--- src/rtl/cpu_defs.sv ---
// Shared CPU definitions: instruction/byte widths, default instruction-RAM
// depth (shared with pc_reg/rom) and the instruction-loader state encoding.
// INST_LOADER_CHECKSUM_EN adds the CHECK state to the encoding.
package cpu_defs;

  localparam int INST_W         = 32;
  localparam int BYTE_W         = 8;
  localparam int BYTES_PER_WORD = 4;
  localparam int CNT_W          = $clog2(BYTES_PER_WORD);
  localparam int IMEM_ADDR_W    = 6;

  typedef enum logic [2:0] {
    S_IDLE  = 3'd0,
    S_RECV  = 3'd1,
    S_WRITE = 3'd2,
    S_DONE  = 3'd3
`ifdef INST_LOADER_CHECKSUM_EN
    , S_CHECK = 3'd4
`endif
  } state_t;

endpackage

--- src/rtl/inst_loader_word_packer.sv ---
// Big-endian byte-to-word packer: shifts accepted bytes in from the right so
// the first byte of a word ends up in bits [31:24]. full_o flags that the
// byte being loaded this cycle completes the word.
module word_packer
  import cpu_defs::*;
(
  input  logic              clk_i,
  input  logic              rst_ni,
  input  logic              load_i,
  input  logic              clear_i,
  input  logic [BYTE_W-1:0] byte_i,
  output logic [INST_W-1:0] word_o,
  output logic              full_o
);

  logic [CNT_W-1:0]  cnt_q, cnt_d;
  logic [INST_W-1:0] word_q, word_d;

  // Next shift-register/counter value; clear has priority over load.
  always_comb begin
    cnt_d  = cnt_q;
    word_d = word_q;
    if (clear_i) begin
      cnt_d = '0;
    end else if (load_i) begin
      word_d = {word_q[INST_W-BYTE_W-1:0], byte_i};
      cnt_d  = cnt_q + CNT_W'(1);
    end
  end

  // Packer registers.
  always_ff @(posedge clk_i or negedge rst_ni) begin
    if (!rst_ni) begin
      cnt_q  <= '0;
      word_q <= '0;
    end else begin
      cnt_q  <= cnt_d;
      word_q <= word_d;
    end
  end

  assign word_o = word_q;
  assign full_o = load_i && !clear_i && (cnt_q == CNT_W'(BYTES_PER_WORD - 1));

endmodule

--- src/rtl/inst_loader.sv ---
// Instruction loader: packs a host byte stream into 32-bit words and writes
// them to instruction RAM from word address 0, holding the CPU meanwhile.
// INST_LOADER_CHECKSUM_EN adds a trailing checksum byte verified in CHECK.
//
// Byte handshake: a byte transfers on a rising edge where byte_valid and
// byte_ready are both 1. byte_ready depends only on the state (RECV/CHECK),
// never on byte_valid; the source may raise byte_valid at any time and must
// hold byte_data stable while byte_valid is high and byte_ready is low.
module inst_loader
  import cpu_defs::*;
#(
  parameter int ADDR_W = IMEM_ADDR_W,
  parameter int LEN_W  = ADDR_W + 1
) (
  input  logic              clk,
  input  logic              rst,
  input  logic              start,
  input  logic [LEN_W-1:0]  len,
  input  logic              abort,
  input  logic              byte_valid,
  input  logic [BYTE_W-1:0] byte_data,
  output logic              byte_ready,
  output logic              mem_we,
  output logic [ADDR_W-1:0] mem_addr,
  output logic [INST_W-1:0] mem_wdata,
  output logic              busy,
  output logic              done,
  output logic              err,
  output logic              cpu_hold,
  output logic [2:0]        dbg_state
);

  localparam logic [LEN_W-1:0] MAX_WORDS = LEN_W'(2 ** ADDR_W);

  state_t            state_q, state_d;
  logic [ADDR_W-1:0] addr_q, addr_d;
  logic [LEN_W-1:0]  left_q, left_d;
  logic              err_q, err_d;
  logic              zdone_q, zdone_d;
  logic [ADDR_W-1:0] last_addr_q, last_addr_d;
  logic [INST_W-1:0] last_data_q, last_data_d;
`ifdef INST_LOADER_CHECKSUM_EN
  logic [BYTE_W-1:0] sum_q, sum_d;
  logic [BYTE_W-1:0] chk_sum;
`endif

  logic              accept;
  logic              start_go;
  logic              abort_hit;
  logic              pk_clear;
  logic              pk_full;
  logic [INST_W-1:0] pk_word;

  assign accept    = byte_valid && byte_ready;
  assign start_go  = (state_q == S_IDLE) && start && (len != '0);
  assign abort_hit = abort && (state_q != S_IDLE);
  assign pk_clear  = start_go || abort_hit || (state_q == S_WRITE);
`ifdef INST_LOADER_CHECKSUM_EN
  assign chk_sum   = sum_q + byte_data;
`endif

  word_packer u_packer (
    .clk_i   (clk),
    .rst_ni  (rst),
    .load_i  (accept && (state_q == S_RECV)),
    .clear_i (pk_clear),
    .byte_i  (byte_data),
    .word_o  (pk_word),
    .full_o  (pk_full)
  );

  // Next-state logic; abort from any busy state overrides everything else.
  always_comb begin
    state_d     = state_q;
    addr_d      = addr_q;
    left_d      = left_q;
    err_d       = err_q;
    zdone_d     = 1'b0;
    last_addr_d = last_addr_q;
    last_data_d = last_data_q;
`ifdef INST_LOADER_CHECKSUM_EN
    sum_d       = sum_q;
`endif
    case (state_q)
      S_IDLE: begin
        if (start) begin
          if (len == '0) begin
            zdone_d = 1'b1;
          end else begin
            left_d  = (len > MAX_WORDS) ? MAX_WORDS : len;
            addr_d  = '0;
            err_d   = 1'b0;
            state_d = S_RECV;
`ifdef INST_LOADER_CHECKSUM_EN
            sum_d   = '0;
`endif
          end
        end
      end
      S_RECV: begin
`ifdef INST_LOADER_CHECKSUM_EN
        if (accept) sum_d = sum_q + byte_data;
`endif
        if (pk_full) state_d = S_WRITE;
      end
      S_WRITE: begin
        last_addr_d = addr_q;
        last_data_d = pk_word;
        left_d      = left_q - LEN_W'(1);
        if (left_q == LEN_W'(1)) begin
`ifdef INST_LOADER_CHECKSUM_EN
          state_d = S_CHECK;
`else
          state_d = S_DONE;
`endif
        end else begin
          addr_d  = addr_q + ADDR_W'(1);
          state_d = S_RECV;
        end
      end
`ifdef INST_LOADER_CHECKSUM_EN
      S_CHECK: begin
        if (accept) begin
          err_d   = (chk_sum != '0);
          state_d = S_DONE;
        end
      end
`endif
      S_DONE:  state_d = S_IDLE;
      default: state_d = S_IDLE;
    endcase
    if (abort_hit) begin
      state_d = S_IDLE;
      err_d   = 1'b1;
    end
  end

  // State and datapath registers.
  always_ff @(posedge clk or negedge rst) begin
    if (!rst) begin
      state_q     <= S_IDLE;
      addr_q      <= '0;
      left_q      <= '0;
      err_q       <= 1'b0;
      zdone_q     <= 1'b0;
      last_addr_q <= '0;
      last_data_q <= '0;
`ifdef INST_LOADER_CHECKSUM_EN
      sum_q       <= '0;
`endif
    end else begin
      state_q     <= state_d;
      addr_q      <= addr_d;
      left_q      <= left_d;
      err_q       <= err_d;
      zdone_q     <= zdone_d;
      last_addr_q <= last_addr_d;
      last_data_q <= last_data_d;
`ifdef INST_LOADER_CHECKSUM_EN
      sum_q       <= sum_d;
`endif
    end
  end

  // Outside WRITE the RAM port shows the previous write's address/data.
`ifdef INST_LOADER_CHECKSUM_EN
  assign byte_ready = (state_q == S_RECV) || (state_q == S_CHECK);
`else
  assign byte_ready = (state_q == S_RECV);
`endif
  assign mem_we    = (state_q == S_WRITE);
  assign mem_addr  = mem_we ? addr_q : last_addr_q;
  assign mem_wdata = mem_we ? pk_word : last_data_q;
  assign busy      = (state_q != S_IDLE);
  assign cpu_hold  = busy;
  assign done      = (state_q == S_DONE) || zdone_q;
  assign err       = err_q;
  assign dbg_state = state_q;

endmodule

--- config.mk ---
export PLATFORM = sky130hd
export DESIGN_NAME = inst_loader
export DESIGN_NICKNAME = d
export VERILOG_FILES = /design/src/rtl/cpu_defs.sv /design/src/rtl/inst_loader_word_packer.sv /design/src/rtl/inst_loader.sv
export SDC_FILE = /design/constraint.sdc
export NUM_CORES = 1
export LEC_CHECK = 0
export CAP_MARGIN = 20
export CORE_UTILIZATION = 35
export DETAILED_ROUTE_END_ITERATION = 8
export DONT_BUFFER_PORTS = 1
export PLACE_DENSITY = 0.49
export SLEW_MARGIN = 15
export SYNTH_ARGS = -nofsm -noshare
export SYNTH_HDL_FRONTEND = slang
export SYNTH_SLANG_ARGS = --single-unit
--- constraint.sdc ---
create_clock -name clk -period 5.25 [get_ports clk]
set_clock_uncertainty 0.15 [all_clocks]
set_input_delay 0.525 -clock clk [delete_from_list [all_inputs] [get_ports clk]]
set_output_delay 0.525 -clock clk [all_outputs]
set_load 0.01 [all_outputs]
==> flow_summary_export.csv, run 1 <==
group,metric,value,unit
final_layout,drive_above_1_share,0.0935,
route,wl_per_cell,16.1,um
power,switchingPower,456,uW
route,postRouteAntennaNets,0,
timing,tns,0,ns
critical_path,critPathCaptureType,"output pin",
route,vias,2410,
critical_path,r2r_cells,5,
final_layout,num-fill-cells,1027,
final_layout,multi_input_comb_area,1420,sq um
floorplan,die_height,106,um
clock_network,cts.htree.levels,3,
run,cap_violations,0,
floorplan,design.portCount,67,
clock_network,clk_pin_slew_worst_paths,0.09,ns
logic_synthesis,synthesis.nets,378,
final_layout,utilization,0.392,
route,drc_errors,0,
critical_path,critPathRequiredTime,4.58,ns
clock_network,clock_sinks,89,
critical_path,cp_max_fo,54,
critical_path,rr_startpoint,"dbg_state[1]",
worst_hold_path,hold_class,"input pin to flop",
placed_design,dp_hpwl,4890,um
clock_network,clk_latency,0.35,ns
floorplan,initial_core_util,0.363,
power,seqPwrFrac,0.578,
critical_path,critPathCapture,"mem_addr[5]",
clock_network,clk_path_buf_depth,2,
logic_synthesis,ys.flop_type,"dfrtp_1",
critical_path,crit_type,"flop to output pin",
critical_path,setup.worst_path.start,"dbg_state[1]",
final_layout,nNetsFinal,372,
critical_path,cp_common_cell,"nand2_1",
critical_path,rr_endpoint,"addr_q[0]",
logic_synthesis,yosysMostFrequentCell,"nand2_1",
critical_path,critPathMaxStageDelay,0.99,ns
route,routed_via_density,4.93,
logic_synthesis,synth_edf_count,0,
power,p_clk_frac,0.297,
route,routed_wl,7860,um
power,swShare,0.282,
floorplan,die_area,11200,sq um
timing,post-route-period-util,0.722,
logic_synthesis,yosysUniqueCellTypes,51,
power,p_leak,0.00199,uW
logic_synthesis,postSynth.asyncResetShare,1.00,
timing,relSlewSlack,0.308,
final_layout,antenna_cells,0,
floorplan,rows,37,
final_layout,regArea,2230,sq um
critical_path,worstPathCellList,"nand2b_2, inv_2, nand2_1, nand2_1",
timing,layout_min_cycle_time,3.79,ns
critical_path,critPathTopFamily,"simple AND/OR/NAND/NOR gates",
placed_design,port-buffer-count,0,
global_routing,grt_pass1_vias,2480,
clock_network,cts_root_buf,"clkbuf_8",
clock_network,cts_tree,"built",
critical_path,critPathLaunchType,"flop",
placed_design,finalWeightedCongestion,0.801,
final_layout,syn_to_final_growth,8.14,%
logic_synthesis,ys_seq_elements,89,
global_routing,grt-ovfl-total,0,
final_layout,finalNonFillerCells,489,
logic_synthesis,synth_area_per_cell,10.7,sq um
global_routing,grt_first_pass_wirelength,13200,um
run_status,status,"finished, final reports clean",
power,powerDensity,395,nW/um^2
global_routing,antenna_found_initial,0,
logic_synthesis,seq_area_frac_synth,0.589,
clock_network,cts_buffers,9,
power,power_frac_comb,0.125,
critical_path,slowest_stage,"inv_2",
route,firstDrtPassIters,4,
floorplan,core_area,10400,sq um
timing,rsz0062_at_grt,"no",
placed_design,post-place-cells,471,
power,ir_drop,177,uV
power,power,1620,uW
logic_synthesis,synth_area,3780,sq um
clock_network,cts-resized-gates,0,
critical_path,critical_path_depth,4,
logic_synthesis,synth.top_cell.area_share,0.589,
global_routing,grt_usage,0.154,
timing,slew_viol_final,0,
logic_synthesis,synth_commonest_cells,"nand2_1, dfrtp_1, mux2_1",
critical_path,arrival,3.12,ns
timing,timing_hold_violations_final,0,
critical_path,critPathBufInv,1,
timing,finalSetupViolations,0,
power,internal_power,1160,uW
timing,worst-slew-pin-transition,1.04,ns
logic_synthesis,yosysWarnings,0,
logic_synthesis,synth_area_leaders,"dfrtp_1, nand2_1, mux2_1",
floorplan,die_w,106,um
critical_path,reg2reg_setup_slack,1.93,ns
timing,max_freq,264,MHz
logic_synthesis,synth_top_area_cell,"dfrtp_1",
logic_synthesis,syn_inst,354,
global_routing,grt_max_degree,90,
route,dr.first_iter.drc_count,156,
-- cells in the final DEF (no fill, tap or decap), drive strengths merged, types with 2 or more instances in the layout --
master / n
nor3: 6
nor2: 10
dfrtp: 89
clkinv: 3
and3: 2
nor4: 3
clkbuf: 10
inv: 8
nand2: 127
a21oi: 12
o21ai: 4
a221o: 2
nand2b: 3
nor3b: 2
ha: 4
mux2: 33
nand3: 3
a21o: 3
a211oi: 2
o311ai: 2
a221oi: 2
-- worst register-to-register path, delay by kind of cell (launching register included) --
| family | cells | cell delay, ns |
|---|---|---|
| simple gates | 2 | 1.03 |
| buf+inv | 1 | 1.00 |
| flops | 1 | 0.70 |
| compound gates | 1 | 0.21 |
| mux | 1 | 0.19 |
-- how the worst min path moves through the flow --
stage	end	depth (start not counted)	slack, ns	start
floorplan	addr_q[0]	0	0.08	rst
global placement	last_addr_q[2]	0	0.08	rst
detailed placement	last_addr_q[2]	0	0.08	rst
CTS	dbg_state[0]	1	0.1	abort
global route	dbg_state[1]	1	0.1	abort
finish	dbg_state[0]	1	0.12	abort
-- metrics by stage --
| step | setup WS, ns | instance area [sq um] | hold slack [ns] |
|---|---|---|---|
| after floorplan | 3.16 | 3780 | 0.0794 |
| after global routing | 1.10 | 4090 | 0.0984 |
| final | 1.46 | 4090 | 0.117 |
| after detailed placement | 1.79 | 3850 | 0.0813 |
| after CTS | 1.37 | 4090 | 0.0985 |
| after global placement | 1.82 | 3850 | 0.0811 |
-- routing by layer --
metal  track usage  vias to the layer above  routed length (um)
met3        0.0527                       13                 503
li1              -                     1172                   -
met5             0                        -                   0
met2         0.219                       56                3450
met1         0.214                     1169                3760
met4        0.0625                        0                 150
-- power groups by stage --
stage	sequential, uW	combinational, uW	clock (uW)
2_1_floorplan	902	171	0
5_1_grt	958	229	530
3_5_place_dp	952	188	0
3_3_place_gp	950	183	0
6_report	934	202	479
4_1_cts	937	207	502
-- kinds of logic (layout without fill, tap and decap cells) --
logic type,Yosys count,in the layout,synth area share
xor+xnor,1,1,0.00232
flops,89,89,0.589
simple gates,163,163,0.189
compound gates,36,36,0.0692
fa+ha+maj,4,4,0.0132
buf+inv,26,25,0.0351
mux,34,34,0.101
other cells,1,1,0.000992
-- timing repair --
item	CTS	global route
endpoints found under the hold margin	89	0
buffers inserted	0	0
hold buffers	2	0
-- layout make-up --
cell class                 instances  share of cell area
multi-input combinational        239               0.348
tap                              136              0.0416
timing repair buffer               2             0.00918
inverter                           7             0.00643
sequential                        89               0.545
clock inverter                     6              0.0159
clock buffer                      10              0.0337
-- sequential cells by signal, summed over array words and instances, names as in the netlist --
register,count
dbg_state,2
addr_q,6
u_packer.word_o,32
zdone_q,1
u_packer.cnt_q,2
left_q,7
last_addr_q,6
last_data_q,32
err,1
Power figures use the tool's default switching activity.
==> run 2: changes to the inputs <==
- clock period: 5.25 -> 3.6 ns (I/O delays scaled with it)
==> run 2 against run 1 <==
Against the previous run:
- register-to-register slack worse by 0.82 ns
- power grew 56%
- non-clock buffer count rose by 15
- setup slack got worse by 0.72 ns
- highest routed layer unchanged
- combinational power rose by 52%
- utilization grew 1.9 points
==> flow_summary_export.csv, run 2 (synthesis gave the netlist of run 1 again) <==
group,metric,value,unit
global_routing,grt_pass1_vias,2572,
timing,relSlewSlack,0.453,
floorplan,rows,37,
global_routing,grt_first_pass_wirelength,13400,um
clock_network,cts_buffers,9,
timing,worst_hold_slack,0.0173,ns
power,power,2520,uW
final_layout,nNetsFinal,387,
global_routing,antenna_found_initial,0,
final_layout,antenna_cells,0,
placed_design,port-buffer-count,0,
clock_network,cts_tree,"built",
critical_path,critPathRequiredTime,3.09,ns
power,ir_drop,266,uV
global_routing,grt-ovfl-total,0,
clock_network,clk_path_buf_depth,2,
route,wl_per_cell,15.7,um
floorplan,die_w,106,um
timing,finalSetupViolations,0,
placed_design,finalWeightedCongestion,0.791,
critical_path,critPathCaptureType,"output pin",
critical_path,critPathMaxStageDelay,0.63,ns
worst_hold_path,hold_class,"input pin to flop",
critical_path,crit_type,"flop to output pin",
route,postRouteAntennaNets,0,
clock_network,clk_pin_slew_worst_paths,0.09,ns
timing,timing_hold_violations_final,0,
timing,tns,0,ns
run,cap_violations,0,
route,routed_via_density,4.92,
critical_path,worstPathCellList,"nand2b_2, inv_2, buf_4, nand2_1, nand2_1",
timing,rsz0062_at_grt,"no",
critical_path,arrival,2.36,ns
timing,slew_viol_final,0,
floorplan,die_area,11200,sq um
route,routed_wl,7910,um
clock_network,clock_sinks,89,
floorplan,initial_core_util,0.363,
placed_design,dp_hpwl,5200,um
floorplan,core_area,10400,sq um
power,powerDensity,589,nW/um^2
route,dr.first_iter.drc_count,143,
critical_path,critPathLaunchType,"flop",
timing,post-route-period-util,0.796,
global_routing,grt_usage,0.158,
final_layout,syn_to_final_growth,13.3,%
route,vias,2480,
power,p_leak,0.00208,uW
route,drc_errors,0,
route,firstDrtPassIters,4,
clock_network,clk_latency,0.36,ns
run_status,status,"finished, final reports clean",
floorplan,die_height,106,um
timing,worst-slew-pin-transition,0.820,ns
clock_network,cts.htree.levels,3,
final_layout,drive_above_1_share,0.0951,
timing,layout_min_cycle_time,2.87,ns
final_layout,mostFrequentLayoutCell,"nand2_1",
final_layout,utilization,0.411,
clock_network,cts_root_buf,"clkbuf_8",
final_layout,layout_common_cells,"nand2_1, dfrtp_1, mux2_1, dlygate4sd3_1",
timing,max_freq,349,MHz
critical_path,cp_common_cell,"nand2_1",
floorplan,design.portCount,67,
critical_path,slowest_stage,"dfrtp_1",
critical_path,cp_max_fo,23,
global_routing,grt_max_degree,90,
## run 2: cell count changes in the layout (fill, tap and decap cells not counted)
cell           previous run  this run
clkbuf_1                  0         1
clkinvlp_4                1         0
inv_6                     1         0
clkinv_2                  2         0
buf_4                     0         3
dlygate4sd3_1             1        13
clkbuf_8                 10        11
bufinv_16                 1         3
## run 2: path summary, 6_finish.rpt
kind                                     startpoint  slack [ns]  depth (start not counted)                  end
worst max-delay path                   dbg_state[1]        0.73                          5        mem_wdata[16]
min in group asynchronous                       rst        0.41                          2            addr_q[0]
worst max register to register         dbg_state[1]        1.11                          6            left_q[5]
worst min-delay path                         len[5]        0.02                          3              zdone_q
max in group asynchronous                       rst        2.53                          2  u_packer.word_o[24]
worst min register to register  u_packer.word_o[26]        0.34                          1  u_packer.word_o[26]
## run 2: final cells by class
| type | count | area (sq um) |
|---|---|---|
| clock buffer | 12 | 155 |
| clock inverter | 4 | 98.8 |
| fill | 1034 | 6130 |
| inverter | 7 | 26.3 |
| multi-input combinational | 239 | 1420 |
| sequential | 89 | 2230 |
| tap | 136 | 170 |
| timing repair buffer | 17 | 180 |
## run 2: critical path: cells and delay by family, from the launching register on
kind	cells	cell delay, ns
flops	1	0.63
buf+inv	2	0.75
simple gates	3	0.61
## run 2: timing repair
item / CTS / global route
hold buffers: 14 / 0
setup endpoints to repair: 0 / 0
setup buffers: 0 / 0
resized for setup: 0 / 0
hold endpoints to repair: 102 / 0
## run 2: metal layers
layer  routed length (um)  global-route usage  up-vias
met2                 3480               0.228       49
met4                  107              0.0675        0
met1                 3940               0.218     1221
li1                     -                   -     1201
met3                  377              0.0497        9
met5                    0                   0        -
## run 2: metrics by stage
step / cells / worst slack (ns) / cell area (sq um)
after floorplan: 354 / 1.67 / 3780
after global placement: 474 / 1.12 / 3870
after detailed placement: 474 / 1.05 / 3870
after CTS: 504 / 0.639 / 4280
after global routing: 504 / 0.451 / 4280
final: 504 / 0.734 / 4280
## run 2: report_power, final
group	switching, uW	internal (uW)	leakage, uW
clock network	354	501	0.000127
logic	145	162	0.000792
registers	162	1200	0.00117
total	661	1860	0.00208
==> run 3: changes to the inputs <==
- ABC_AREA: not set -> 1
- clock period: 3.6 -> 2.7 ns (I/O delays scaled with it)
==> run 3 against run 2 <==
Against the previous run:
- area after synthesis up 0.53%
- first-iteration DRC count up 2.8%
- flip-flop and latch count unchanged
- clock power up 12%
- non-clock buffer count up 6
- setup slack worse by 0.25 ns
- utilization up 0.35 points
- die area up 0.52%
- via count up 6.9%
- critical path type unchanged
==> flow_summary_export.csv, run 3 <==
group,metric,value,unit
run_status,status,"finished, final reports clean",
timing,slew_viol_final,0,
logic_synthesis,synth_top_area_cell,"dfrtp_1",
clock_network,cts_tree,"built",
logic_synthesis,yosysMostFrequentCell,"nand2_1",
logic_synthesis,postSynth.asyncResetShare,1.00,
timing,worst-slew-pin-transition,0.545,ns
logic_synthesis,ys_seq_elements,89,
route,routed_via_density,4.61,
floorplan,core_area,10400,sq um
power,powerDensity,1100,nW/um^2
route,vias,2650,
critical_path,rr_endpoint,"left_q[5]",
worst_hold_path,hold_class,"input pin to flop",
clock_network,clock_sinks,89,
floorplan,initial_core_util,0.365,
logic_synthesis,ys.flop_type,"dfrtp_1",
route,firstDrtPassIters,6,
critical_path,reg2reg_setup_slack,0.84,ns
timing,max_freq,451,MHz
critical_path,cp_max_fo,44,
placed_design,dp_hpwl,4990,um
timing,layout_min_cycle_time,2.22,ns
final_layout,syn_to_final_growth,13.6,%
placed_design,finalWeightedCongestion,0.765,
logic_synthesis,seq_area_frac_synth,0.586,
final_layout,utilization,0.415,
clock_network,clk_latency,0.35,ns
route,wl_per_cell,13.4,um
timing,relSlewSlack,0.633,
final_layout,finalNonFillerCells,575,
clock_network,post_cts_buffers,0,
floorplan,die_area,11300,sq um
floorplan,die_height,106,um
power,ir_drop,371,uV
logic_synthesis,synth_area_per_cell,9.07,sq um
critical_path,critPathLaunchType,"flop",
timing,post-route-period-util,0.822,
clock_network,clk_pin_slew_worst_paths,0.09,ns
critical_path,r2r_cells,6,
final_layout,mostFrequentLayoutCell,"nand2_1",
critical_path,critPathCapture,"mem_wdata[20]",
power,p_leak,0.00210,uW
global_routing,grt-ovfl-total,0,
global_routing,grt_first_pass_wirelength,13300,um
logic_synthesis,synthesis.nets,443,
global_routing,grt_usage,0.152,
critical_path,setup.worst_path.start,"dbg_state[1]",
timing,timing_hold_violations_final,0,
logic_synthesis,synth.top_cell.area_share,0.586,
final_layout,antenna_cells,0,
global_routing,grt_pass1_vias,2720,
floorplan,design.portCount,67,
logic_synthesis,yosysUniqueCellTypes,30,
route,routed_wl,7700,um
placed_design,dpl_cell_area,3900,sq um
timing,tns,0,ns
logic_synthesis,synth_edf_count,0,
critical_path,critPathCaptureType,"output pin",
placed_design,post-place-cells,540,
clock_network,cts_root_buf,"clkbuf_8",
run,cap_violations,0,
logic_synthesis,synth_area,3800,sq um
floorplan,die_w,106,um
final_layout,postLayoutCellArea,4320,sq um
logic_synthesis,yosysWarnings,0,
critical_path,critPathRequiredTime,2.28,ns
global_routing,antenna_found_initial,0,
clock_network,cts.htree.levels,3,
clock_network,cts-resized-gates,0,
route,drc_errors,0,
global_routing,grt_max_degree,90,
critical_path,crit_type,"flop to output pin",
final_layout,nNetsFinal,458,
floorplan,rows,37,
final_layout,drive_above_1_share,0.0866,
final_layout,layout_common_cells,"nand2_1, dfrtp_1, o21ai_0, inv_1, nor2_1",
logic_synthesis,syn_inst,419,
route,postRouteAntennaNets,0,
clock_network,clk_path_buf_depth,2,
worst_hold_path,min_from,"len[6]",
placed_design,port-buffer-count,0,
logic_synthesis,synth_commonest_cells,"nand2_1, dfrtp_1, o21ai_0",
critical_path,arrival,1.80,ns
critical_path,rr_startpoint,"dbg_state[1]",
timing,finalSetupViolations,0,
timing,rsz0062_at_grt,"no",
clock_network,cts_buffers,9,
logic_synthesis,synth_area_leaders,"dfrtp_1, nand2_1, o21ai_0",
route,dr.first_iter.drc_count,147,
[run 3: cell count changes after synthesis, moves of 11 or more]
cell	previous run	this run
o21ai_1	1	12
inv_1	6	50
nor2_1	10	25
nand2_1	127	107
o21ai_0	3	54
mux2_1	29	0
[run 3: what timing repair did]
item	CTS	global route
hold buffers	19	0
endpoints found under the hold margin	105	0
setup endpoints to repair	0	0
[run 3: metrics by stage]
step                      hold slack [ns]  setup slack [ns]  power [uW]
final                              0.0344             0.481        4730
after global routing               0.0315             0.259        5190
after CTS                         0.00482             0.421        4810
after detailed placement           -0.171             0.828        3780
after global placement             -0.171             0.870        3740
after floorplan                    -0.176             0.989        3440
[run 3: how the worst min path moves through the flow]
stage / end / cells past startpoint
2_1_floorplan: addr_q[0] / 0
3_3_place_gp: zdone_q / 0
3_5_place_dp: left_q[5] / 0
4_1_cts: left_q[4] / 3
5_1_grt: left_q[4] / 3
6_report: left_q[4] / 3
[run 3: logic make-up (layout without fill, tap and decap cells)]
logic type / count (synthesis) / in the layout / share of synthesized area
AOI/OAI and AO/OA: 85 / 85 / 0.122
other: 1 / 1 / 0.000987
DFF: 89 / 89 / 0.586
buffers and inverters: 71 / 91 / 0.0846
and+or+nand+nor: 166 / 166 / 0.186
xor gates and xnor gates: 3 / 3 / 0.00692
adders and majority gates: 4 / 4 / 0.0132
[run 3: report_power, final]
group / total (uW) / switching, uW / internal, uW
logic: 1660 / 1180 / 481
registers: 2110 / 253 / 1860
clock network: 957 / 492 / 465
[run 3: layer usage]
metal,share of wire,wire (um),vias to the layer above,track usage
met5,0,0,-,0
met4,0.0099,76,0,0.0635
met3,0.067,514,5,0.0460
met2,0.43,3310,58,0.222
met1,0.49,3800,1228,0.210
li1,-,-,1359,-
[run 3: final cells by class]
cell class,instances,area [sq um]
clock buffers,10,138
clock inverters,6,73.8
fillers,1051,6100
inverters,52,195
multi-input cells,259,1250
flip-flops and latches,89,2230
well taps,136,170
repair buffers,23,263
[run 3: worst max-delay path: stages (launching register included)]
cell	delay, ns
dfrtp_1	0.43
inv_1	0.14
nor2_4	0.12
inv_2	0.09
buf_12	0.18
o21ai_0	0.47
